<file path="src/rtl/bmem_port_scheduler_pkg.sv">
// Shared types and constants for the bmem port scheduler and its read tracker.
// Line-aligned addresses, 4-beat bursts on a 64-bit memory port.
package bmem_port_scheduler_pkg;

  localparam int PKG_ADDR_WIDTH  = 32;
  localparam int PKG_BURST_BEATS = 4;
  localparam int BEAT_CNT_W      = $clog2(PKG_BURST_BEATS);

  typedef logic [1:0] sched_state_t;
  localparam sched_state_t IDLE     = 2'd0;
  localparam sched_state_t RD_REQ   = 2'd1;
  localparam sched_state_t WR_BURST = 2'd2;

  localparam logic SIDE_I = 1'b0;
  localparam logic SIDE_D = 1'b1;

  typedef struct packed {
    logic                      valid;
    logic                      stale;
    logic [PKG_ADDR_WIDTH-1:0] addr;
    logic [BEAT_CNT_W-1:0]     beat_cnt;
  } pending_rd_t;

  function automatic logic is_last_beat(input logic [BEAT_CNT_W-1:0] cnt);
    return cnt == BEAT_CNT_W'(PKG_BURST_BEATS - 1);
  endfunction

endpackage

</file>
<file path="src/rtl/bmem_port_scheduler_rd_tracker.sv">
// Tracks one outstanding read per requester (index 0 = I, 1 = D), steers returning
// beats by address tag and hides beats of squashed I-side reads.
module bmem_rd_tracker
  import bmem_port_scheduler_pkg::*;
(
  input  logic                      clk,
  input  logic                      rst,
  input  logic [PKG_ADDR_WIDTH-1:0] bmem_raddr,
  input  logic                      bmem_rvalid,
  input  logic                      i_squash,
  input  logic [1:0]                alloc,
  input  logic [PKG_ADDR_WIDTH-1:0] alloc_addr,
  output logic [1:0]                busy,
  output logic [1:0]                rvalid
);

  pending_rd_t pend_q [2];
  pending_rd_t pend_d [2];
  logic [1:0]  match;

  generate
    for (genvar gi = 0; gi < 2; gi++) begin : g_side
      assign match[gi]  = bmem_rvalid && pend_q[gi].valid && (bmem_raddr == pend_q[gi].addr);
      assign rvalid[gi] = match[gi] && !pend_q[gi].stale;
      assign busy[gi]   = pend_q[gi].valid;
    end
  endgenerate

  always_comb begin
    for (int s = 0; s < 2; s++) begin
      pend_d[s] = pend_q[s];
      if (alloc[s]) begin
        pend_d[s].valid    = 1'b1;
        pend_d[s].stale    = 1'b0;
        pend_d[s].addr     = alloc_addr;
        pend_d[s].beat_cnt = '0;
      end else if (match[s]) begin
        if (is_last_beat(pend_q[s].beat_cnt)) begin
          pend_d[s] = '0;
        end else begin
          pend_d[s].beat_cnt = pend_q[s].beat_cnt + 1'b1;
        end
      end
    end
    // A squash landing on the final beat finds nothing left to mark.
    if (i_squash && pend_d[0].valid) begin
      pend_d[0].stale = 1'b1;
    end
  end

  always_ff @(posedge clk) begin
    for (int s = 0; s < 2; s++) begin
      if (rst) begin
        pend_q[s] <= '0;
      end else begin
        pend_q[s] <= pend_d[s];
      end
    end
  end

  a_rvalid_owned : assert property (@(posedge clk) disable iff (rst) bmem_rvalid |-> (|match));

endmodule

</file>
<file path="src/rtl/bmem_port_scheduler.sv">
// Round-robin sharing of the burst bmem port between I-cache and D-cache miss paths:
// one-cycle read requests, BURST_BEATS-beat write bursts, tag-steered read returns.
module bmem_port_scheduler
  import bmem_port_scheduler_pkg::*;
#(
  parameter int ADDR_WIDTH  = PKG_ADDR_WIDTH,
  parameter int DATA_WIDTH  = 64,
  parameter int BURST_BEATS = PKG_BURST_BEATS
) (
  input  logic                  clk,
  input  logic                  rst,
  input  logic [ADDR_WIDTH-1:0] i_addr,
  input  logic                  i_read,
  input  logic                  i_write,
  input  logic [DATA_WIDTH-1:0] i_wdata,
  output logic                  i_ready,
  output logic                  i_wdone,
  output logic                  i_rvalid,
  input  logic                  i_squash,
  input  logic [ADDR_WIDTH-1:0] d_addr,
  input  logic                  d_read,
  input  logic                  d_write,
  input  logic [DATA_WIDTH-1:0] d_wdata,
  output logic                  d_ready,
  output logic                  d_wdone,
  output logic                  d_rvalid,
  output logic [ADDR_WIDTH-1:0] bmem_addr,
  output logic                  bmem_read,
  output logic                  bmem_write,
  output logic [DATA_WIDTH-1:0] bmem_wdata,
  input  logic                  bmem_ready,
  input  logic [ADDR_WIDTH-1:0] bmem_raddr,
  input  logic                  bmem_rvalid
);

  localparam int BW = $clog2(BURST_BEATS);
  localparam logic [BW-1:0] LAST_BEAT = BW'(BURST_BEATS - 1);

  sched_state_t  state_q, state_d;
  logic          owner_q, owner_d;
  logic          last_grant_q, last_grant_d;
  logic [BW-1:0] beat_q, beat_d;

  logic       i_rd_ok, d_rd_ok, i_req, d_req, grant;
  logic       accept, last_wr_beat;
  logic [1:0] busy, alloc, rvalid;

  // A side with a read still draining cannot issue another read, only writes.
  assign i_rd_ok = i_read && !busy[SIDE_I];
  assign d_rd_ok = d_read && !busy[SIDE_D];
  assign i_req   = i_rd_ok || i_write;
  assign d_req   = d_rd_ok || d_write;

  always_comb begin
    state_d      = state_q;
    owner_d      = owner_q;
    last_grant_d = last_grant_q;
    beat_d       = beat_q;
    grant        = SIDE_I;
    case (state_q)
      IDLE: begin
        if (i_req || d_req) begin
          if (i_req && d_req) begin
            grant = (last_grant_q == SIDE_D) ? SIDE_I : SIDE_D;
          end else begin
            grant = d_req ? SIDE_D : SIDE_I;
          end
          owner_d      = grant;
          last_grant_d = grant;
          state_d      = ((grant == SIDE_D) ? d_rd_ok : i_rd_ok) ? RD_REQ : WR_BURST;
        end
      end
      RD_REQ: begin
        if (bmem_ready) state_d = IDLE;
      end
      WR_BURST: begin
        if (bmem_ready) begin
          if (beat_q == LAST_BEAT) begin
            beat_d  = '0;
            state_d = IDLE;
          end else begin
            beat_d = beat_q + 1'b1;
          end
        end
      end
      default: state_d = IDLE;
    endcase
  end

  always_ff @(posedge clk) begin
    if (rst) begin
      state_q      <= IDLE;
      owner_q      <= SIDE_I;
      last_grant_q <= SIDE_D;
      beat_q       <= '0;
    end else begin
      state_q      <= state_d;
      owner_q      <= owner_d;
      last_grant_q <= last_grant_d;
      beat_q       <= beat_d;
    end
  end

  assign bmem_read    = (state_q == RD_REQ);
  assign bmem_write   = (state_q == WR_BURST);
  assign bmem_addr    = (bmem_read || bmem_write) ? ((owner_q == SIDE_D) ? d_addr : i_addr) : '0;
  assign bmem_wdata   = bmem_write ? ((owner_q == SIDE_D) ? d_wdata : i_wdata) : '0;
  assign accept       = (bmem_read || bmem_write) && bmem_ready;
  assign last_wr_beat = bmem_write && bmem_ready && (beat_q == LAST_BEAT);

  assign i_ready  = accept && (owner_q == SIDE_I);
  assign d_ready  = accept && (owner_q == SIDE_D);
  assign i_wdone  = last_wr_beat && (owner_q == SIDE_I);
  assign d_wdone  = last_wr_beat && (owner_q == SIDE_D);
  assign alloc    = {bmem_read && d_ready, bmem_read && i_ready};
  assign i_rvalid = rvalid[SIDE_I];
  assign d_rvalid = rvalid[SIDE_D];

  bmem_rd_tracker u_rd_tracker (
    .clk         (clk),
    .rst         (rst),
    .bmem_raddr  (bmem_raddr),
    .bmem_rvalid (bmem_rvalid),
    .i_squash    (i_squash),
    .alloc       (alloc),
    .alloc_addr  (bmem_addr),
    .busy        (busy),
    .rvalid      (rvalid)
  );

endmodule

</file>
<file path="config.mk">
export PLATFORM = sky130hd
export DESIGN_NAME = bmem_port_scheduler
export DESIGN_NICKNAME = d
export VERILOG_FILES = /design/src/rtl/bmem_port_scheduler_pkg.sv /design/src/rtl/bmem_port_scheduler_rd_tracker.sv /design/src/rtl/bmem_port_scheduler.sv
export SDC_FILE = /design/constraint.sdc
export NUM_CORES = 1
export LEC_CHECK = 0
export BUFFER_PORTS_ARGS = -buffer_cell sky130_fd_sc_hd__buf_4
export CORE_MARGIN = 4
export CORE_UTILIZATION = 40
export CTS_BUF_LIST = sky130_fd_sc_hd__clkbuf_16
export DETAILED_ROUTE_END_ITERATION = 7
export PLACE_DENSITY_LB_ADDON = 0.2
export SETUP_SLACK_MARGIN = 0.2
export SYNTH_ARGS = -nofsm -noshare
export SYNTH_HDL_FRONTEND = slang
export SYNTH_HIERARCHICAL = 1
export SYNTH_SLANG_ARGS = --single-unit
</file>
<file path="constraint.sdc">
create_clock -name clk -period 6 [get_ports clk]
set_clock_uncertainty 0.15 [all_clocks]
set_input_delay 1.2 -clock clk [delete_from_list [all_inputs] [get_ports clk]]
set_output_delay 1.2 -clock clk [all_outputs]
set_load 0.02 [all_outputs]
</file>
Yosys cells after proc, flatten, opt, wreduce, memory -nomap -nowiden
Memory sizes are Yosys's and may differ from the RTL's. Cells that the tools add are included.

Add/sub/neg operators: 3. Eq/ne operators: 11. Multiplexer cells: 31. Bitwise operators: 3. Reduce and logical (&&, ||, !) cells: 31.

Operator list (count): two-way mux 36 bit (6); two-way mux 64 bit (2); two-way mux 34 bit (2); == test 32 bit (2); two-way mux 32 bit (2); logical AND 1 bit (19); two-way mux 2 bit (8); two-way mux 1 bit (10); == test 2 bit (second input constant) (4); adder 2 x 1 -> 2 bit (second input constant) (3); != test 2 x 1 -> 1 bit (second input constant) (3); case mux 2 bit (3 select lines) (1); zero test 1 bit (4); logical OR 1 bit (4); AND reduction 2 bit (2); AND reduction 4 bit (1); == test 2 x 1 -> 1 bit (second input constant) (1); zero test 2 bit (1); != test 2 bit (second input constant) (1); OR 1 bit (2); inverter 1 bit (1).

Register bits: 6. Memory bits (writable): 72. Input port bits: 233. Output and inout bits: 104. Logic and storage cells: 84. Memories kept: 1.

Memories: u_rd_tracker.pend_q (words 2, bits a word 36, read ports 2, clocked after Yosys merged registers in 0, wr ports 2, line bmem_port_scheduler_rd_tracker.sv:17) `pending_rd_t pend_q [2];`.

Longest topological paths before layout
Gate-level depths: netlist of the first run.

Word-level depth: 11. Mapped depth: 10. Depth with buffers taken out: 9.

By module
The synthesis of the first run kept the hierarchy.

Modules (own cells, without submodules): bmem_rd_tracker (times used 1, cells an instance 460, area an instance 3971.3 sq um, sequential area each 1421.4 sq um); bmem_port_scheduler (times used 1, cells an instance 266, area an instance 1960.6 sq um, sequential area each 120.1 sq um).

Least setup slack after synthesis of the first run
No wires, ideal clock.

Path kind: input -> output. Start: input port bmem_raddr[23]. End: output port i_rvalid. Arrival time: 2.991 ns. Data required time: 4.650 ns. Path slack: 1.659 ns. Stages: 4. Path buffers: 0. Cell sequence: xor2_1 > or4_4 > or3_4 > nor4_1.

Longest elaborated chain between the ends: 3.

Ends and longest elaborated chain: start: declaration (line bmem_port_scheduler.sv:32) `input logic [ADDR_WIDTH-1:0] bmem_raddr,`; == test 32 bit (line bmem_port_scheduler_rd_tracker.sv:23) `assign match[gi] = bmem_rvalid && pend_q[gi].valid && (bmem_raddr == pend_q[gi].addr);`; logical AND 1 bit (line bmem_port_scheduler_rd_tracker.sv:23); logical AND 1 bit (line bmem_port_scheduler_rd_tracker.sv:24) `assign rvalid[gi] = match[gi] && !pend_q[gi].stale;`; end: declaration (line bmem_port_scheduler.sv:18) `output logic i_rvalid,`.

No other way between the ends.

Final worst setup path of the first run
Ends and elaborated chain as after synthesis.

==> results by group, run 1 <==
Yosys
  • Compound-Gate Fraction of Synth Area: between 10% and 20%
  • Cell taking the most area after synthesis: dfxtp_1
  • Synth Area in Simple Gates: approximately a quarter
  • Post-synth top cells: mux2i_1, nor2_1, dfxtp_1, nand2_1, inv_1
  • Post-synthesis sequential area ratio: 26.0%
  • Post-synthesis adder-cell area fraction: 1.27%
  • Number of synthesized flops with an enable pin: 0
  • Yosys warns: 6
  • Top-area cell type share of the netlist area: around a quarter
  • Syn Nets: ~970
  • Largest cells by area after synthesis: dfxtp_1, mux2i_1, o32ai_2, xor2_1, nor2_1
  • Most frequent cell after synthesis: mux2i_1
  • Synth cell types: 49
  • Post-Syn Area: a little under 0.006 mm^2
  • Syn avg cell area: approximately 8 um^2
  • Post-synthesis mux area share: around 17%
  • Synth async-reset ratio: 0%
  • Synth Register Bits: 77
  • Syn Inst Count: ~730
  • Synth Area in XOR/XNOR: between 7 and 8%
  • Main combinational cell family by area after synthesis: simple AND/OR/NAND/NOR gates
  • Most used DFF post-synth: dfxtp_1

Cells and area
  • Fin nets: about 1300
  • # fillers: between 1000 and 1500
  • Fin cells: about 1200
  • Syn-to-layout area delta: 49.3%
  • N_diodes: 0
  • Share of cells above drive strength 1: around two fifths
  • Fin area: about 0.0089 mm^2

CTS
  • CTS clk-pin slew, worst paths: ~60 ps
  • CTS Sinks: 77
  • CTS Buffer Depth: 2
  • CTS tree: built
  • Clk root buf: clkbuf_16
  • Hold buffer count at cts: 0
  • Clk_lat worst skew: about 330 ps
  • CTS buffer count: 9
  • Post-CTS setup repair buffer count: 0
  • H-tree levels: 3
  • Post-cts resize count: 0

Worst setup path
  • Top cell by count, worst path: buf_4
  • Critical Path Max Stage Delay: roughly 560 ps
  • Crit-path leading delay family: simple AND/OR/NAND/NOR gates
  • Critical path capture point type: output port
  • Crit path max fanout: 4
  • Slowest CP cell: or4_4
  • Crit path DAT: approximately 3200 ps
  • CP required: ~4700 ps
  • Buffers plus inverters on the worst setup path: 2
  • Setup Crit Path Kind: in2out
  • Startpoint class of the critical path: input pin
  • Worst-path cell chain: buf_4 > xor2_1 > or4_4 > or3_4 > nor4_1 > buf_4

Placed design
  • Placed cells: roughly 1200
  • Placed cell area: approximately 0.0085 mm^2
  • PortBufs: between 300 and 400
  • Final HPWL DP: between 15 and 20 mm
  • Final RePlAce weighted congestion: about 0.93

STA
  • Unrepaired setup endpoints after global routing: no
  • Least-Margin Pin Slew: 949 ps
  • Final setup violation count: 0
  • Max-slew violations: 0
  • Max Freq: between 0.2 and 0.25 GHz
  • Slew Limit Headroom: 36.7%
  • Setup TNS: 0 ps
  • Final hold viol count: 0
  • Crit path time final: between 4000 and 5000 ps
  • Final worst path period share: about 77%

Power
  • Maximum vdd ir drop: 0.000129 V
  • Total power per unit cell area: ~230 mW/mm^2
  • P_leak: 3.84 nW
  • Total power: about 2.1 mW

Global routing
  • Total GRT Usage: approximately a quarter
  • Overflow after GRT: 0
  • First-pass GRT wire length: between 30 and 40 mm
  • Vias in the first global route: roughly 6000
  • Largest net degree at the start of global routing: 55
  • Initial antenna violation count: 0

Routing
  • Vias per cell: ~5.1
  • Pre-antenna DRT Iters: 5
  • Avg WL per Cell: 18.4 um
  • ANT nets after route: 0
  • Final wirelength: between 20 and 25 mm
  • DRT iter0 DRCs: 300
  • Vias: about 6200
  • DRC viols: 0

Floorplanning
  • Die footprint: approximately 0.017 mm^2
  • FP Rows: between 40 and 50
  • Core area: about 0.015 mm^2
  • Io pins: between 300 and 400
  • Starting density of the core: between 40 and 50%
  • Die extent in x: between 100 and 150 um
  • Die Ht: around 130 um

Status
  • Status: finished clean

Hold path
  • Worst Hold Class: reg2reg

Flow run
  • Max-cap viol count: 0
-- registers in the layout (all words and copies together) (netlist names) --
register and cells:
u_rd_tracker/pend_q 71, last_grant_q 1, state_q 2, beat_q 2, owner_q 1
-- per-stage QoR --
stage	worst slack [ps]	util (%)	hold slack [ps]
floorplan	1660	-	284
global placement	1450	58.6	301
detailed placement	1450	58.6	307
CTS	1440	60.9	316
global route	1360	60.9	335
finish	1410	60.9	318
-- cell usage in the layout, fill, tap and decap left out, types with 2 or more instances in the layout --
cell type and instances:
nor2b_1 50, dfxtp_1 76, o32ai_1 3, ha_1 6
buf_4 343, nand4_1 8, o31ai_1 34, nor2b_4 2
xnor2_1 2, or4_4 2, or3_1 3, a21oi_1 6
mux2i_1 98, bufinv_16 3, nor2_1 85, o21ai_1 2
clkinv_4 2, o21ai_0 3, nor4_1 23, nand3_1 7
nand2_1 77, xor2_1 51, or4_1 2, inv_2 2
clkbuf_16 9, nor3_1 10, or3_4 2, inv_1 74
o32ai_2 29
-- cell families after synthesis --
logic type | after synthesis
AOI/OAI and AO/OA | 88
xor gates and xnor gates | 53
adders and majority gates | 6
buffers and inverters | 122
DFF | 77
muxes | 98
and+or+nand+nor | 282
-- layer usage --
layer	global-route usage [%]	part of all wire, %	up-vias
met5	0	0	-
met4	3.42	0.78	0
met3	7.49	8.5	12
met2	43.3	48	244
met1	33.7	43	2834
li1	-	-	3106
-- where the power goes --
| group | switching (mW) | internal [mW] |
|---|---|---|
| sequential | 0.0447 | 0.524 |
| combinational | 0.485 | 0.416 |
| clock | 0.207 | 0.405 |
| total | 0.736 | 1.34 |
-- final cells by class --
type | count | area [um^2] | area share (%)
Timing Repair Buffer | 344 | 2590 | 29.3
Clock buffer | 9 | 225 | 2.54
Clock inverter | 7 | 116 | 1.31
Sequential cell | 77 | 1550 | 17.4
Multi-Input combinational cell | 527 | 3860 | 43.6
Tap cell | 184 | 230 | 2.60
Inverter | 75 | 282 | 3.18
-- worst reg2reg max path: stages, from the launching register on --
cell     delay [ps]
dfxtp_1         370
inv_1            70
ha_1            900
nand2_1         150
nor2_1          160
and2_2          670
buf_4           540
nand2_1         160
o32ai_2         160
-- final timing paths --
path / start / slack (ps) / endpoint / cells after the start
worst max-delay path: bmem_raddr[23] / 1410 / i_rvalid / 6
worst max register to register: state_q[1] / 2570 / u_rd_tracker/pend_q[0][10] / 8
worst min-delay path: u_rd_tracker/pend_q[1][1] / 320 / u_rd_tracker/pend_q[1][1] / 2
worst min register to register: u_rd_tracker/pend_q[1][1] / 320 / u_rd_tracker/pend_q[1][1] / 2
Note: power is estimated with default switching activity, not from simulation.
==> run 2: changes to the inputs <==
clock period = 4.5 ns   (was 6 ns; I/O delays follow)
==> run 2 against run 1 <==
Net effect: combinational power increased by 37%; largest power group unchanged; die area unchanged; sequential power increased by 30%; highest routed layer unchanged; register-to-register slack got worse by 1100 ps; sequential share of layout area about the same.
==> results by group, run 2 (synthesis results as in run 1) <==
Routing
  • DRT iter0 DRCs: between 300 and 400
  • DRC viols: 0
  • Final wirelength: around 23 mm
  • Vias: around 6300
  • ANT nets after route: 0
  • Vias per cell: a little over 5
  • Pre-antenna DRT Iters: 6
  • Avg WL per Cell: roughly 18 um

STA
  • Slew Limit Headroom: 37.7%
  • Unrepaired setup endpoints after global routing: no
  • Final hold viol count: 0
  • Final setup violation count: 0
  • Worst setup margin: 525 ps
  • Least-Margin Pin Slew: ~930 ps
  • Crit path time final: about 4000 ps
  • Max-slew violations: 0
  • Final worst path period share: between 80% and 90%
  • Max Freq: 0.252 GHz
  • Setup TNS: 0 ps
  • Min Hold Slack: ~320 ps

Power
  • Maximum vdd ir drop: ~0.00016 V
  • Total power per unit cell area: slightly above 300 mW/mm^2
  • P_leak: between 3 and 4 nW

Floorplanning
  • Starting density of the core: 40.8%
  • Die footprint: between 0.015 and 0.02 mm^2
  • Die Ht: 130 um
  • Core area: about 0.015 mm^2
  • FP Rows: 44
  • Die extent in x: 130 um
  • Io pins: ~340

Hold path
  • Worst Hold Class: reg2reg

Cells and area
  • N_diodes: 0
  • Largest Register: u_rd_tracker/pend_q
  • Regs by FF count: u_rd_tracker/pend_q x71, beat_q x2, state_q x2
  • Max reg flops: 71
  • Most frequent cells in the layout: buf_4, mux2i_1, nor2_1, nand2_1, dfxtp_1
  • Syn-to-layout area delta: 49.7%
  • Layout Utilization: between 60% and 70%
  • Fin nets: about 1300
  • Fin area: 0.00888 mm^2
  • Share of cells above drive strength 1: 39.6%
  • Commonest non-fill, non-tap cell in the layout: buf_4

CTS
  • Post-CTS setup repair buffer count: 0
  • Post-cts resize count: 0
  • CTS buffer count: 9
  • Clk root buf: clkbuf_16
  • Hold buffer count at cts: 0
  • H-tree levels: 3
  • CTS Sinks: 77
  • CTS clk-pin slew, worst paths: roughly 60 ps
  • CTS tree: built
  • CTS Buffer Depth: 2
  • Clk_lat worst skew: between 300 and 400 ps

Worst setup path
  • Startpoint class of the critical path: input pin
  • Setup Crit Path Kind: in2out
  • Slowest CP cell: or4_1
  • CP required: 3450 ps
  • Top cell by count, worst path: buf_4
  • Critical path capture point type: output port
  • Worst-path cell chain: buf_4 > xor2_1 > or4_1 > or3_4 > nor4_1 > buf_4
  • Crit path DAT: ~2900 ps
  • Crit path max fanout: 4
  • Critical Path Max Stage Delay: about 560 ps

Placed design
  • Pre-CTS setup slack: about 600 ps
  • Final HPWL DP: ~18 mm
  • Placed cell area: between 0.008 and 0.009 mm^2
  • PortBufs: between 300 and 400
  • Final RePlAce weighted congestion: slightly below 0.9

Global routing
  • Met1 Track Usage GR: about a third
  • GR met3 Demand/Resource: about 7.4%
  • GR Layer Usage met2: 43.6%
  • Initial antenna violation count: 0
  • Total GRT Usage: between 20% and 30%
  • Vias in the first global route: ~6200
  • First-pass GRT wire length: roughly 34 mm
  • Largest net degree at the start of global routing: 52
  • Top Usage Layer GRT: met2
  • Overflow after GRT: 0

Status
  • Status: finished clean

Flow run
  • Max-cap viol count: 0
[run 2: changes by cell type in the layout (fill, tap and decap cells not counted)]
cell / delta
buf_4: +4
clkinvlp_4: +2
buf_12: +1
bufinv_16: -1
clkinv_4: -1
nor2_2: +1
nor2_4: -1
[run 2: cell type report]
cell class                 count  area, um^2
clock buffer                   9         225
clock inverter                 7        92.6
fill                        1308        5660
inverter                      75         282
multi-input combinational    527        3860
sequential                    77        1550
tap                          184         230
timing repair buffer         349        2650
[run 2: metrics by stage]
stage	power [mW]	cells
after global placement	1.98	1212
after global routing	2.86	1228
after detailed placement	1.99	1212
after floorplan	1.47	726
final	2.73	1228
after CTS	2.75	1228
[run 2: power by group]
group          internal (mW)  switching, mW
Clock                  0.483          0.279
Sequential             0.698         0.0378
Combinational          0.561          0.669
Total                   1.74          0.986
[run 2: critical path, delay by kind of cell]
| kind | cells | cell delay (ps) |
|---|---|---|
| buffers and inverters | 2 | 360 |
| xor gates and xnor gates | 1 | 190 |
| and+or+nand+nor | 3 | 1470 |
[run 2: worst paths after layout]
check / from / cells past startpoint / to / slack [ps]
max: bmem_raddr[4] / 6 / i_rvalid / 530
max reg2reg: state_q[1] / 9 / u_rd_tracker/pend_q[1][15] / 1490
min: beat_q[1] / 2 / beat_q[1] / 320
min reg2reg: beat_q[1] / 2 / beat_q[1] / 320
[run 2: routing by layer]
metal,vias to the layer above,wire [um]
li1,3121,-
met4,0,357
met1,2842,9400
met5,-,0
met3,25,2110
met2,274,10700
==> run 3: changes to the inputs <==
CELL_PAD_IN_SITES_DETAIL_PLACEMENT = 1   (was default)
CELL_PAD_IN_SITES_GLOBAL_PLACEMENT = 1   (was default)
CORE_UTILIZATION = 31   (was 40)
==> run 3 against run 2 <==
Net effect: maximum frequency is 3.6% lower; worst hold slack got worse by 5.7 ps; first-iteration DRC count is 25% lower; sequential share of layout area shrank 0.28 points; combinational power about the same; global-route usage is 1.9 points lower; clock power grew 19%; count of clock-buffer cells in the layout unchanged; via count up 1.6%; non-clock buffer count is 3 higher; critical path type unchanged.
==> results by group, run 3 (synthesis results as in run 1) <==
Placed design
  • PortBufs: roughly 340
  • Final RePlAce weighted congestion: 0.936
  • Placed cell area: 0.00865 mm^2
  • Placed cells: between 1000 and 1500
  • Final HPWL DP: approximately 22 mm
  • Pre-CTS setup slack: roughly 480 ps

Global routing
  • First-pass GRT wire length: between 30 and 40 mm
  • Total GRT Usage: between 20% and 30%
  • Vias in the first global route: roughly 6800
  • Overflow after GRT: 0
  • Largest net degree at the start of global routing: 44
  • Initial antenna violation count: 3

Power
  • P_leak: between 3 and 4 nW
  • Switching part of the total: 35.9%
  • Clk pwr share: between 30% and 40%
  • P_int: 1.87 mW
  • Flop pwr share: roughly a quarter
  • Total power: between 2 and 3 mW
  • P_sw: approximately 1.0 mW
  • Comb power frac: between 40% and 50%
  • Maximum vdd ir drop: 0.000153 V
  • Total power per unit cell area: 323 mW/mm^2

Worst setup path
  • Critical Path Max Stage Delay: roughly 610 ps
  • CP startpoint: bmem_raddr[25]
  • CP required: approximately 3500 ps
  • Critical path capture point type: output port
  • Reg2Reg Setup Slack: 1420 ps
  • Crit path max fanout: 4
  • R2R cell count: 10
  • Setup Crit Path Kind: in2out
  • Startpoint class of the critical path: input pin
  • Top cell by count, worst path: buf_4
  • Reg2reg end: u_rd_tracker/pend_q[1][5]
  • Worst r2r src: state_q[1]
  • Worst-path cell chain: buf_4 > xor2_1 > or4_1 > or3_4 > nor4_1 > buf_4
  • Crit path DAT: approximately 3100 ps
  • Slowest CP cell: nor4_1

CTS
  • Post-cts resize count: 0
  • CTS Sinks: between 70 and 80
  • Clk root buf: clkbuf_16
  • CTS tree: built
  • Hold buffer count at cts: 0
  • CTS clk-pin slew, worst paths: around 60 ps
  • Post-CTS setup repair buffer count: 0
  • CTS Buffer Depth: 2
  • Clk_lat worst skew: 340 ps
  • H-tree levels: 3
  • CTS buffer count: 9

Routing
  • Metal2 WL: ~14 mm
  • Avg WL per Cell: slightly above 20 um
  • DRC viols: 0
  • Final wirelength: around 26 mm
  • Max Used Layer: met4
  • ANT nets after route: 0
  • Routed wl met3: 1.62 mm
  • M1 WL: around 11 mm
  • Pre-antenna DRT Iters: 4
  • Vias per cell: 4.96
  • DRT iter0 DRCs: between 200 and 250
  • Vias: 6365

STA
  • Crit path time final: between 4000 and 5000 ps
  • Final worst path period share: about nine tenths
  • Least-Margin Pin Slew: between 800 and 900 ps
  • Final setup violation count: 0
  • Worst setup margin: around 380 ps
  • Unrepaired setup endpoints after global routing: no
  • Slew Limit Headroom: between 40% and 50%
  • Min Hold Slack: slightly above 300 ps
  • Max-slew violations: 0
  • Max Freq: 0.243 GHz
  • Setup TNS: 0 ps
  • Final hold viol count: 0

Cells and area
  • Fin nets: ~1300
  • Fin area: between 0.009 and 0.01 mm^2
  • Register area: 0.00155 mm^2
  • Fin cells: roughly 1300
  • Share of cells above drive strength 1: between 30% and 40%
  • Layout Utilization: 48.1%
  • Multi-input gate area: roughly 0.0039 mm^2
  • Syn-to-layout area delta: 52.1%
  • Regs by FF count: u_rd_tracker/pend_q x71, beat_q x2, state_q x2
  • Most frequent cells in the layout: buf_4, mux2i_1, nor2_1, nand2_1, dfxtp_1
  • # fillers: roughly 2300
  • Commonest non-fill, non-tap cell in the layout: buf_4
  • Max reg flops: 71
  • Largest Register: u_rd_tracker/pend_q

Status
  • Status: finished clean

Floorplanning
  • Starting density of the core: roughly a third
  • FP Rows: 50
  • Die footprint: 0.0214 mm^2
  • Io pins: between 300 and 400
  • Core area: between 0.015 and 0.02 mm^2
  • Die extent in x: approximately 150 um
  • Die Ht: about 150 um

Flow run
  • Max-cap viol count: 0

Hold path
  • Worst Hold End: beat_q[1]
  • Worst Hold Class: reg2reg
  • Hold_sp: beat_q[1]
  • WHS Path Cells: 2
run 3: power groups by stage:
| stage | sequential [mW] | clock, mW | combinational (mW) |
|---|---|---|---|
| 2_1_floorplan | 0.721 | 0 | 0.744 |
| 5_1_grt | 0.753 | 0.947 | 1.35 |
| 3_3_place_gp | 0.764 | 0 | 1.27 |
| 6_report | 0.748 | 0.904 | 1.26 |
| 4_1_cts | 0.750 | 0.919 | 1.28 |
| 3_5_place_dp | 0.765 | 0 | 1.28 |
run 3: critical path: cells and delay by family:
| kind | cells | cell delay, ps |
|---|---|---|
| simple gates | 3 | 1600 |
| buf+inv | 2 | 390 |
| xor+xnor | 1 | 180 |
run 3: cell type report:
type                            count  area share (%)
Tap cell                          234            3.25
Antenna cell                        3          0.0832
Inverter                           75            3.12
Clock buffer                        9            2.50
Timing Repair Buffer              352            29.6
Sequential cell                    77            17.1
Multi-Input combinational cell    527            42.8
Clock inverter                      7            1.59
run 3: layer usage:
layer | track usage (%) | vias up
met5 | 0 | -
met4 | 6.11 | 0
met3 | 5.65 | 16
met2 | 43.3 | 188
met1 | 27.7 | 3031
li1 | - | 3130
run 3: worst max-delay path by stage:
stage / cells after the start / to / slack, ps
after global placement: 6 / i_rvalid / 550
after detailed placement: 6 / i_rvalid / 480
after global routing: 6 / i_rvalid / 400
final: 6 / i_rvalid / 380
after floorplan: 4 / i_rvalid / 760
after CTS: 6 / i_rvalid / 470
